==> src/rtl/dfm_pkg.sv <==
// Shared types and helpers for the frequency-meter core: result layout,
// measure FSM encoding and the debug view exported by dfm_core.
package dfm_pkg;

  localparam logic [7:0]  CMD_DATA_RD = 8'h3B;
  localparam logic [31:0] CNT_MAX     = 32'hFFFF_FFFF;

  typedef struct packed {
    logic [31:0] sig_cnt;
    logic [31:0] ref_cnt;
  } dfm_result_t;

  typedef enum logic [1:0] {
    IDLE,
    OPEN,
    WRITE
  } meas_state_t;

  typedef struct packed {
    meas_state_t state;
    logic        rd_en;
    logic [2:0]  rd_addr;
  } dfm_dbg_t;

  function automatic logic [31:0] sat_inc(input logic [31:0] v);
    return (v == CNT_MAX) ? v : v + 32'd1;
  endfunction

  // Byte 0 is the most significant byte of the result.
  function automatic logic [7:0] result_byte(input dfm_result_t r, input logic [2:0] idx);
    logic [63:0] w;
    w = r >> {idx ^ 3'd7, 3'b000};
    return w[7:0];
  endfunction

endpackage

==> src/rtl/dfm_if.sv <==
// Byte-level link between the SPI slave (master side) and dfm_core (slave side).
interface dfm_if;
  import dfm_pkg::*;

  // spi_byte_vld is a one-cycle strobe with no back-pressure: dc and
  // spi_byte_data are only meaningful in the strobe cycle. reg_rd_data is
  // always valid and follows the read pointer one cycle after each strobe.
  logic       dc;
  logic       spi_byte_vld;
  logic [7:0] spi_byte_data;
  logic [7:0] reg_rd_data;

  modport master (
    output dc,
    output spi_byte_vld,
    output spi_byte_data,
    input  reg_rd_data
  );

  modport slave (
    input  dc,
    input  spi_byte_vld,
    input  spi_byte_data,
    output reg_rd_data
  );

endinterface

==> src/rtl/dfm_sync_edge.sv <==
// Two-flop synchronizer for the measured signal plus a third flop that
// turns each rising edge into a single-cycle pulse in the clk_i domain.
module dfm_sync_edge (
  input  logic clk_i,
  input  logic rst_n_i,
  input  logic async_i,
  output logic edge_o
);

  logic sync_1;
  logic sync_2;
  logic sync_3;

  always_ff @(posedge clk_i) begin
    if (!rst_n_i) begin
      sync_1 <= 1'b0;
      sync_2 <= 1'b0;
      sync_3 <= 1'b0;
    end else begin
      sync_1 <= async_i;
      sync_2 <= sync_1;
      sync_3 <= sync_2;
    end
  end

  assign edge_o = sync_2 & ~sync_3;

endmodule

==> src/rtl/dfm_core.sv <==
// Frequency-meter core: gated edge/clock counting, a 64-bit result register
// and a byte-serial read port driven by SPI command/data bytes.
module dfm_core
  import dfm_pkg::*;
#(
  parameter int GATE_CYCLES = 20000
) (
  input  logic     clk_i,
  input  logic     rst_n_i,
  input  logic     sig_clk_i,
  dfm_if.slave     spi,
  output dfm_dbg_t dbg_o
);

  logic        sig_edge;
  meas_state_t state;
  logic [31:0] ref_cnt;
  logic [31:0] sig_cnt;
  logic [31:0] gate_cnt;
  logic        gate_done;
  dfm_result_t result;
  logic        rd_en;
  logic [2:0]  rd_addr;

  dfm_sync_edge u_sync_edge (
    .clk_i   (clk_i),
    .rst_n_i (rst_n_i),
    .async_i (sig_clk_i),
    .edge_o  (sig_edge)
  );

  assign gate_done = (gate_cnt >= 32'(GATE_CYCLES));

  // gate_cnt stops at the threshold so a missing signal can never wrap it.
  always_ff @(posedge clk_i) begin
    if (!rst_n_i) begin
      state    <= IDLE;
      ref_cnt  <= '0;
      sig_cnt  <= '0;
      gate_cnt <= '0;
      result   <= '0;
    end else begin
      case (state)
        IDLE: begin
          if (sig_edge) begin
            state    <= OPEN;
            ref_cnt  <= '0;
            sig_cnt  <= '0;
            gate_cnt <= '0;
          end
        end
        OPEN: begin
          ref_cnt <= sat_inc(ref_cnt);
          if (!gate_done) gate_cnt <= gate_cnt + 32'd1;
          if (sig_edge) begin
            sig_cnt <= sat_inc(sig_cnt);
            if (gate_done) state <= WRITE;
          end
        end
        WRITE: begin
          state <= IDLE;
          // A snapshot being read out is frozen; this result is dropped.
          if (!rd_en) result <= '{sig_cnt: sig_cnt, ref_cnt: ref_cnt};
        end
        default: state <= IDLE;
      endcase
    end
  end

  always_ff @(posedge clk_i) begin
    if (!rst_n_i) begin
      rd_en   <= 1'b0;
      rd_addr <= '0;
    end else if (spi.spi_byte_vld) begin
      if (!spi.dc) begin
        rd_en   <= (spi.spi_byte_data == CMD_DATA_RD);
        rd_addr <= '0;
      end else if (rd_en) begin
        if (rd_addr == 3'd7) begin
          rd_en   <= 1'b0;
          rd_addr <= '0;
        end else begin
          rd_addr <= rd_addr + 3'd1;
        end
      end
    end
  end

  assign spi.reg_rd_data = result_byte(result, rd_addr);
  assign dbg_o           = '{state: state, rd_en: rd_en, rd_addr: rd_addr};

endmodule

==> src/flat_wrapper.sv <==
// flat-port wrapper written by rule: the top's interface ports become plain ports
module dfm_core_flat import dfm_pkg::*;
#(
  parameter int GATE_CYCLES = 20000
)
  (clk_i, rst_n_i, sig_clk_i, dbg_o, spi_dc, spi_spi_byte_vld, spi_spi_byte_data, spi_reg_rd_data);
  dfm_if spi_i ();
  input  logic clk_i;
  input  logic rst_n_i;
  input  logic sig_clk_i;
  output dfm_dbg_t dbg_o;
  input wire logic [$bits(spi_i.dc)-1:0] spi_dc;
  input wire logic [$bits(spi_i.spi_byte_vld)-1:0] spi_spi_byte_vld;
  input wire logic [$bits(spi_i.spi_byte_data)-1:0] spi_spi_byte_data;
  output wire logic [$bits(spi_i.reg_rd_data)-1:0] spi_reg_rd_data;
  assign spi_i.dc = spi_dc;
  assign spi_i.spi_byte_vld = spi_spi_byte_vld;
  assign spi_i.spi_byte_data = spi_spi_byte_data;
  assign spi_reg_rd_data = spi_i.reg_rd_data;
  dfm_core #(.GATE_CYCLES(GATE_CYCLES)) u_core (.clk_i(clk_i), .rst_n_i(rst_n_i), .sig_clk_i(sig_clk_i), .spi(spi_i), .dbg_o(dbg_o));
endmodule
==> config.mk <==
export PLATFORM = sky130hd
export DESIGN_NAME = dfm_core_flat
export DESIGN_NICKNAME = d
export VERILOG_FILES = /design/src/rtl/dfm_pkg.sv /design/src/rtl/dfm_if.sv /design/src/rtl/dfm_sync_edge.sv /design/src/rtl/dfm_core.sv /design/src/flat_wrapper.sv
export SDC_FILE = /design/constraint.sdc
export NUM_CORES = 1
export LEC_CHECK = 0
export BUFFER_PORTS_ARGS = -buffer_cell sky130_fd_sc_hd__buf_2
export CAP_MARGIN = 5
export CORE_ASPECT_RATIO = 1.4
export CORE_MARGIN = 1
export CORE_UTILIZATION = 50
export CTS_CLUSTER_DIAMETER = 80
export DETAILED_ROUTE_END_ITERATION = 10
export PLACE_DENSITY = 0.69
export SETUP_SLACK_MARGIN = 0.5
export SLEW_MARGIN = 20
export SYNTH_ARGS = -nofsm -noshare
export SYNTH_HDL_FRONTEND = slang
export SYNTH_SLANG_ARGS = --single-unit
==> constraint.sdc <==
create_clock -name clk_i -period 2.8 [get_ports clk_i]
set_input_delay 0.84 -clock clk_i [delete_from_list [all_inputs] [get_ports clk_i]]
set_output_delay 0.84 -clock clk_i [all_outputs]
set_load 0.005 [all_outputs]
==> impl_results.md, run 1 <==
- Fin util: 58.5%
- Status: finished, final reports clean
- Count leader, synth: nand2_1
- Hold Crit Depth: 1
- Reg2reg path depth: 7
- Leakage: ~3.0 nW
- Post-synth top area share: a little over two fifths
- First-pass GRT wire length: approximately 33000 µm
- Worst vdd ir: 0.461 mV
- Setup crit start kind: flop
- Asr flop ratio synth: 0%
- Setup violators final: 0
- # Max-Cap Violations: 0
- Hpwl dp: 13900 µm
- Critical Path End Type: output port
- RePlAce Congestion: 0.850
- Worst R2R End: u_core.ref_cnt[13]
- Synthesized cell area: 8050 µm²
- Warnings from Yosys: 0
- Commonest cells post-synth: nand2_1 (196), dfxtp_1 (169), a21boi_0 (65), a21oi_1 (57), clkbuf_1 (46)
- Sequential-to-total area share from yosys stat: ~42%
- Final nets: 965
- Largest net degree at the start of global routing: 74
- Vias per cell: 6.06
- ANT cells: 0
- Final clock skew: 7.51 ps
- Pre-antenna DRT Iters: 5
- Initial drt markers: 475
- Clock transition at the registers of the reported paths: 60 ps
- Die area: 16600 µm²
- Mean Syn Cell Area: 8.59 µm²
- Setup WS post-layout: 53.7 ps
- Setup tns final: 0 ps
- Pwr/cell area: roughly 560 nW/µm²
- Fin crit share: 98.1%
- Reg2reg setup slack: 620 ps
- Clk_lat worst skew: 430 ps
- Clock root buffer: clkbuf_16
- Total GRT Usage: 25.6%
- Gate Count Post-Synth: 937
- Area Overhead vs Synth: 14.0%
- Clk sinks: 169
- Hold WS: roughly 440 ps
- # IOs: 27
- Fmax: 0.364 GHz
- Routed Wire Length: 20500 µm
- Total gr overflow: 0
- Routed Antenna Nets: 0
- Largest area contributor in the netlist: dfxtp_1
- Class of the worst hold path: flop to flop
- Width of the chip: 109 µm
- CTS tree: built
- # H-tree levels: 4
- CP required: 1960 ps
- CTS buffer count: 17
- Crit path max fanout: 5
- Hold Violations, Final: 0
- Slew @ Worst Pin: 658 ps
- Clk buf depth: 2
- Yosys reg bits: 169
- Crit Reg-Reg Startpoint: u_core.ref_cnt[0]
- Post-synthesis net count: 956
- Main area contributors after synthesis: dfxtp_1 (42%), nand2_1 (9.1%), a21boi_0 (6.1%)
- Routed vias: 6999
- Main synth FF type: dfxtp_1
- Initial antenna violation count: 0
- Unrepaired setup endpoints after global routing: true
- Minimum clock period: about 2700 ps
- Drt drc: 0
- Vias in the first global route: around 6500
- Post-synth cell types: 58
- Hold_sp: u_core.u_sync_edge.sync_1
- Drt wl/cell: 17.7 µm
- # rows: 54
- WHS Endpoint: u_core.u_sync_edge.sync_2
- Initial core utilization: around half
- Core ar.: 15700 µm²
- Port bufs: 26
- Post-synth EDFFs: 0
- Arrival @ worst endpoint: about 1900 ps
- Share of post-route cells with drive strength above 1: 13.9%
- Slew HR: between 50% and 60%
- Fin. max-slew vios: 0
- Post-Place Worst Slack: 487 ps
- Die Height: between 150 and 200 µm
- Crit path kind: flop to output port
- Cts hold-fix bufs: 0
==> routing by layer <==
layer | share of wire [%] | GRT usage, % | up-vias
li1 | - | - | 3453
met1 | 45 | 32.8 | 3384
met2 | 50 | 42.3 | 130
met3 | 3.0 | 3.68 | 32
met4 | 2.8 | 10.9 | 0
met5 | 0 | 0 | -
==> cells by family (layout without fill, tap and decap cells) <==
family | count (synthesis) | after routing | synth area share [%]
DFF | 169 | 169 | 42.0
buffers and inverters | 79 | 100 | 4.06
xor gates and xnor gates | 7 | 7 | 0.762
AOI/OAI and AO/OA | 227 | 227 | 19.5
and+or+nand+nor | 413 | 413 | 25.6
adders and majority gates | 6 | 6 | 0.933
muxes | 36 | 36 | 7.09
==> cell usage in the layout (no fill, tap or decap), drive strengths merged, types with 7 or more instances in the layout <==
cell type | netlist | final
or4 | 29 | 29
o211ai | 9 | 9
or3 | 11 | 11
nor3 | 10 | 10
and4 | 7 | 7
mux2i | 12 | 12
o31ai | 24 | 24
nand3 | 31 | 31
and3 | 23 | 23
buf | 19 | 55
nand4 | 33 | 33
nand2 | 196 | 196
clkbuf | 47 | 21
a21boi | 65 | 65
mux2 | 8 | 8
mux4 | 16 | 16
a2111o | 16 | 16
a21oi | 58 | 58
o2111ai | 10 | 10
dfxtp | 169 | 169
nand2b | 12 | 12
nor4 | 9 | 9
inv | 13 | 14
nor2 | 30 | 30
o21ai | 30 | 30
==> critical path, cell delays in order, from the launching register on <==
cell and delay (ps):
dfxtp_4 410, clkbuf_16 170, mux4_2 500, mux2_2 270, buf_2 130
==> area by class of cell <==
class,instances,area (µm²)
clock inverter,11,170
timing repair buffer,56,463
tap,196,245
sequential,169,3390
inverter,13,48.8
fill,1425,6500
multi-input combinational,689,4410
clock buffer,20,447
==> state kept, by name, indices dropped and copies added (netlist names), 2 cells and up <==
name and flops:
u_core.ref_cnt 32, u_core.state 2, u_core.sig_cnt 32, u_core.result 64, u_core.gate_cnt 32, u_core.rd_addr 3
==> how the worst max path moves through the flow <==
stage | endpoint | start | slack (ps)
6_report | spi_reg_rd_data[6] | u_core.rd_addr[0] | 50
2_1_floorplan | spi_reg_rd_data[0] | u_core.rd_addr[0] | 500
4_1_cts | spi_reg_rd_data[1] | u_core.rd_addr[0] | 40
3_5_place_dp | spi_reg_rd_data[1] | u_core.rd_addr[0] | 490
5_1_grt | spi_reg_rd_data[5] | u_core.rd_addr[0] | 20
3_3_place_gp | spi_reg_rd_data[6] | u_core.rd_addr[0] | 510
==> power by group <==
part | switching (mW) | internal (mW)
clock | 0.967 | 1.51
sequential | 0.0153 | 2.41
combinational | 0.163 | 0.0787
==> through the flow <==
step | power [mW] | area (µm²) | cells
after floorplan | 2.64 | 8070 | 937
after global placement | 2.71 | 8380 | 1116
after detailed placement | 2.72 | 8380 | 1116
after CTS | 5.17 | 9060 | 1150
after global routing | 5.31 | 9170 | 1154
final | 5.15 | 9170 | 1154
==> repair_timing <==
action / in CTS / in global routing
endpoints found under the setup margin: 8 / 50
resized for setup: 6 / 15
gates cloned: 1 / 1
pin swaps: 0 / 2
endpoints found under the hold margin: 0 / 0
buffers inserted: 2 / 3
Note: power is estimated with default switching activity, not from simulation.
==> inputs of run 2 (changes only) <==
CTS_CLUSTER_SIZE = 8   (was default)
PLACE_DENSITY = 0.66   (was 0.69)
TNS_END_PERCENT = 5   (was default)
clock period = 3.5 ns   (was 2.8 ns; I/O delays follow)
==> impl_results.md, run 2 (synthesis results as in run 1) <==
- Slowest cell delay on critical path: 490 ps
- Routed Wire Length: about 20000 µm
- Biggest register: u_core.result
- Total gr overflow: 0
- DP Cell Count: 1108
- First-pass GRT wire length: 32400 µm
- Most frequent cells in the layout: nand2_1 (195), dfxtp_1 (167), a21boi_0 (65)
- Clock root buffer: clkbuf_16
- Core ar.: 15700 µm²
- Internal Pwr Total: 3.26 mW
- Crit Reg-Reg Startpoint: u_core.state[1]
- Hold_sp: u_core.u_sync_edge.sync_1
- Hold WS: 455 ps
- Setup tns final: 0 ps
- Reg2reg path depth: 6
- Net Sw Frac: 22.0%
- Most common cell after layout, fill and taps aside: nand2_1
- Width of the chip: roughly 110 µm
- Flop pwr share: 46.4%
- Die Height: 152 µm
- Largest net degree at the start of global routing: between 100 and 150
- Hold Violations, Final: 0
- ANT cells: 0
- Drt wl/cell: 17.7 µm
- Share of post-route cells with drive strength above 1: roughly an eighth
- Cell Count, Final, Fillers Out: about 1100
- Clk sinks: 169
- Cts hold-fix bufs: 0
- Initial antenna violation count: 0
- Die area: 16600 µm²
- Clock transition at the registers of the reported paths: 60 ps
- Worst vdd ir: 0.378 mV
- Fin. max-slew vios: 0
- Final clock skew: between 7 and 8 ps
- Initial core utilization: 51.4%
- Total GRT Usage: between 20% and 30%
- Fin crit share: between 80% and 90%
- Reg2reg setup slack: just under 900 ps
- CP required: 2450 ps
- Pre-antenna DRT Iters: 5
- Switching pwr: 0.919 mW
- Slowest CP cell: mux4_2
- Worst R2R End: u_core.ref_cnt[30]
- # rows: 54
- CTS buffer count: 17
- Pwr/cell area: 464 nW/µm²
- Fmax: 0.340 GHz
- Clk_lat worst skew: approximately 440 ps
- Crit path max fanout: 10
- Clk pwr share: 49.3%
- # Max-Cap Violations: 0
- Fin util: 57.4%
- CTS tree: built
- Routed vias: 6982
- Unrepaired setup endpoints after global routing: false
- Power share of the combinational group: 4.3%
- Status: finished, final reports clean
- Critical path, cell by cell: clkbuf_16, mux4_2, mux2_2, buf_2
- Leakage: between 2 and 3 nW
- Routed Antenna Nets: 0
- Initial drt markers: 547
- Hpwl dp: between 10000 and 15000 µm
- Vias per cell: 6.11
- Critical Path End Type: output port
- Max reg flops: 64
- Class of the worst hold path: flop to flop
- Slew HR: 28.5%
- Crit path kind: flop to output port
- Setup bufs post-CTS: 0
- Area Overhead vs Synth: 11.8%
- WHS Endpoint: u_core.u_sync_edge.sync_2
- Slew @ Worst Pin: 1070 ps
- Port bufs: 26
- Drt drc: 0
- Fillers: 1449
- Arrival @ worst endpoint: 1890 ps
- Final nets: 952
- Setup violators final: 0
- Hold Crit Depth: 1
- Vias in the first global route: 6103
- # H-tree levels: 4
- Setup crit start kind: flop
- RePlAce Congestion: 0.850
- Minimum clock period: 2940 ps
- # IOs: 27
- Clk buf depth: 2
## run 2: cell count changes in the layout (fill, tap and decap cells not counted), moves of 2 or more
cell	previous run	this run
buf_12	4	2
buf_2	24	26
buf_4	22	13
buf_6	4	0
clkinv_2	2	5
clkinvlp_4	3	1
mux2_2	6	8
mux2_4	2	0
## run 2: stage by stage
stage                     total power [mW]  setup slack [ps]  instance area (µm²)
after floorplan                       2.11               513                 8050
after global placement                2.16               870                 8290
after detailed placement              2.16               833                 8290
after CTS                             4.21               523                 8940
after global routing                  4.31               525                 9000
final                                 4.18               560                 9000
## run 2: how the worst max path moves through the flow
stage	start	end
2_1_floorplan	u_core.rd_addr[0]	spi_reg_rd_data[0]
3_3_place_gp	rst_n_i	u_core.gate_cnt[9]
3_5_place_dp	u_core.rd_addr[1]	spi_reg_rd_data[2]
4_1_cts	u_core.rd_addr[0]	spi_reg_rd_data[0]
5_1_grt	u_core.rd_addr[0]	spi_reg_rd_data[2]
6_report	u_core.rd_addr[0]	spi_reg_rd_data[3]
## run 2: power groups by stage
stage	registers [mW]	clock network [mW]	logic, mW
after floorplan	1.98	0	0.129
after CTS	1.94	2.09	0.180
after detailed placement	1.99	0	0.179
final	1.94	2.06	0.178
after global routing	1.94	2.17	0.197
after global placement	1.98	0	0.176
## run 2: repair_timing
action	4_1_cts	5_1_grt
endpoints found under the setup margin	8	4
gates resized for setup	4	3
gates cloned	0	2
hold endpoints to repair	0	0
## run 2: metal layers
| layer | track usage, % | vias to the layer above | wire length, µm |
|---|---|---|---|
| li1 | - | 3427 | - |
| met1 | 33.0 | 3368 | 9020 |
| met2 | 39.8 | 158 | 9870 |
| met3 | 4.49 | 29 | 770 |
| met4 | 9.71 | 0 | 518 |
| met5 | 0 | - | 0 |
## run 2: critical path: cells and delay by family, from the launching register on
family,cells,cell delay (ps)
flops,1,400
mux,2,760
buf+inv,2,290
## run 2: area by class of cell
type                    count  area [µm²]  area share, %
flip-flops and latches    169        3390           37.7
multi-input cells         689        4350           48.4
inverters                  13        48.8          0.542
clock inverters            13         200           2.22
clock buffers              19         443           4.92
repair buffers             43         318           3.53
well taps                 196         245           2.72
==> inputs of run 3 (changes only) <==
PLACE_DENSITY = 0.69   (was 0.66)
clock period = 2.7 ns   (was 3.5 ns; I/O delays follow)
==> impl_results.md, run 3 (synthesis results as in run 1) <==
- # rows: 54
- Crit path kind: flop to output port
- Routed vias: around 7000
- Setup crit start kind: flop
- Arrival @ worst endpoint: 1870 ps
- Reg2reg setup slack: 540 ps
- Slew HR: a little over two fifths
- Most frequent cells in the layout: nand2_1 (195), dfxtp_1 (156), a21boi_0 (65)
- # IOs: 27
- Initial core utilization: roughly half
- Clk buf depth: 2
- # H-tree levels: 4
- Family with the most delay on the worst path: multiplexers
- Fmax: ~0.37 GHz
- Clock root buffer: clkbuf_16
- Drt wl/cell: 17.0 µm
- Die Height: approximately 150 µm
- Cell Count, Final, Fillers Out: 1161
- Worst R2R End: u_core.ref_cnt[0]
- CTS buffer count: 17
- Fin. max-slew vios: 0
- Minimum clock period: between 2000 and 3000 ps
- Reg2reg path depth: 6
- Fillers: between 1000 and 1500
- WHS Endpoint: u_core.u_sync_edge.sync_2
- Class of the worst hold path: flop to flop
- Switching pwr: 1.20 mW
- CP bufs+invs: 2
- Final clock skew: 9.74 ps
- Final nets: ~970
- Pwr/cell area: 555 nW/µm²
- Leakage: between 3 and 4 nW
- Status: finished, final reports clean
- Worst vdd ir: 0.491 mV
- Hpwl dp: 13600 µm
- Share of post-route cells with drive strength above 1: 17.1%
- Internal Pwr Total: 3.97 mW
- Width of the chip: 109 µm
- Slowest CP cell: mux4_2
- Max reg flops: 64
- Crit path max fanout: 6
- DP Cell Count: 1125
- Clock transition at the registers of the reported paths: 60 ps
- Port bufs: 26
- Vias per cell: 5.99
- Power share of the combinational group: under 10%
- # Max-Cap Violations: 0
- Routed Antenna Nets: 0
- Setup tns final: 0 ps
- Total GRT Usage: about 25%
- Hold Violations, Final: 0
- CP required: 1890 ps
- Final instance area: 9330 µm²
- Drt drc: 0
- RePlAce Congestion: 0.844
- Largest net degree at the start of global routing: between 100 and 150
- Clk sinks: 169
- Die area: roughly 17000 µm²
- Total gr overflow: 0
- Placed instance area: 8450 µm²
- CTS tree: built
- Pre-antenna DRT Iters: 4
- Slowest cell delay on critical path: 490 ps
- Hold_sp: u_core.u_sync_edge.sync_1
- Setup violators final: 0
- First-pass GRT wire length: 31600 µm
- Crit Reg-Reg Startpoint: u_core.ref_cnt[19]
- Critical Path Source: u_core.rd_addr[0]
- Clk pwr share: 46.1%
- Slew @ Worst Pin: 851 ps
- Biggest register: u_core.result
- Critical path, cell by cell: clkbuf_16, mux4_2, mux2_4, buf_6
- M3 GR Usage: 4.88%
- Hold Crit Depth: 1
- Cts hold-fix bufs: 0
- Most used routing layer: met2
- Initial drt markers: 493
- Critical Path End Type: output port
- Core ar.: ~16000 µm²
- Net Sw Frac: ~23%
- M1 GR Usage: 30.8%
- ANT cells: 0
- Flop pwr share: 48.5%
- Unrepaired setup endpoints after global routing: true
- Routed Wire Length: 19800 µm
- Vias in the first global route: 6195
- Clk_lat worst skew: 440 ps
- Global Route met2 Usage: 40.9%
- Initial antenna violation count: 0
- Fin crit share: 99.4%
- Area Overhead vs Synth: 15.8%
- Most common cell after layout, fill and taps aside: nand2_1
==> run 3: power groups by stage <==
stage	Clock [mW]	Sequential, mW	Combinational (mW)
floorplan	0	2.57	0.167
global placement	0	2.57	0.248
detailed placement	0	2.57	0.250
CTS	2.42	2.51	0.251
global route	2.53	2.51	0.305
finish	2.38	2.51	0.280
==> run 3: final cells by class <==
cell class                 instances  area (µm²)  area share (%)
multi-input combinational        689        4520            48.4
sequential                       169        3410            36.6
timing repair buffer              62         532            5.70
clock buffer                      20         447            4.79
tap                              196         245            2.63
clock inverter                    12         126            1.36
inverter                          13        48.8           0.523
==> run 3: timing repair <==
action / CTS / global route
gates resized for setup: 2 / 68
setup buffers: 3 / 0
gates cloned: 0 / 1
pin swaps: 0 / 25
setup endpoints to repair: 32 / 72
==> run 3: routing by layer <==
metal	part of all wire, %	routed length (µm)
met4	2.8	556
met1	43	8590
met3	4.1	807
met2	50	9800
met5	0	0
==> run 3: metrics by stage <==
stage	util (%)	hold slack [ps]	worst slack [ps]	total power, mW
3_5_place_dp	53.9	432	325	2.82
4_1_cts	57.7	447	4.02	5.18
6_report	59.5	446	15.2	5.17
2_1_floorplan	-	412	489	2.74
3_3_place_gp	53.9	427	368	2.82
5_1_grt	59.5	457	-36.6	5.34
==> run 3: worst register-to-register path, delay by kind of cell, from the launching register on <==
kind | cells | cell delay (ps)
AND/OR/NAND/NOR | 3 | 1120
flip-flops | 1 | 370
AO/OA/AOI/OAI | 2 | 420
buffers and inverters | 1 | 210
==> run 3: how the worst max path moves through the flow <==
stage	endpoint	slack [ps]	depth (start not counted)
finish	spi_reg_rd_data[2]	20	4
global route	spi_reg_rd_data[6]	-40	4
CTS	spi_reg_rd_data[6]	4	4
detailed placement	spi_reg_rd_data[6]	330	4
global placement	spi_reg_rd_data[2]	370	4
floorplan	spi_reg_rd_data[0]	490	4
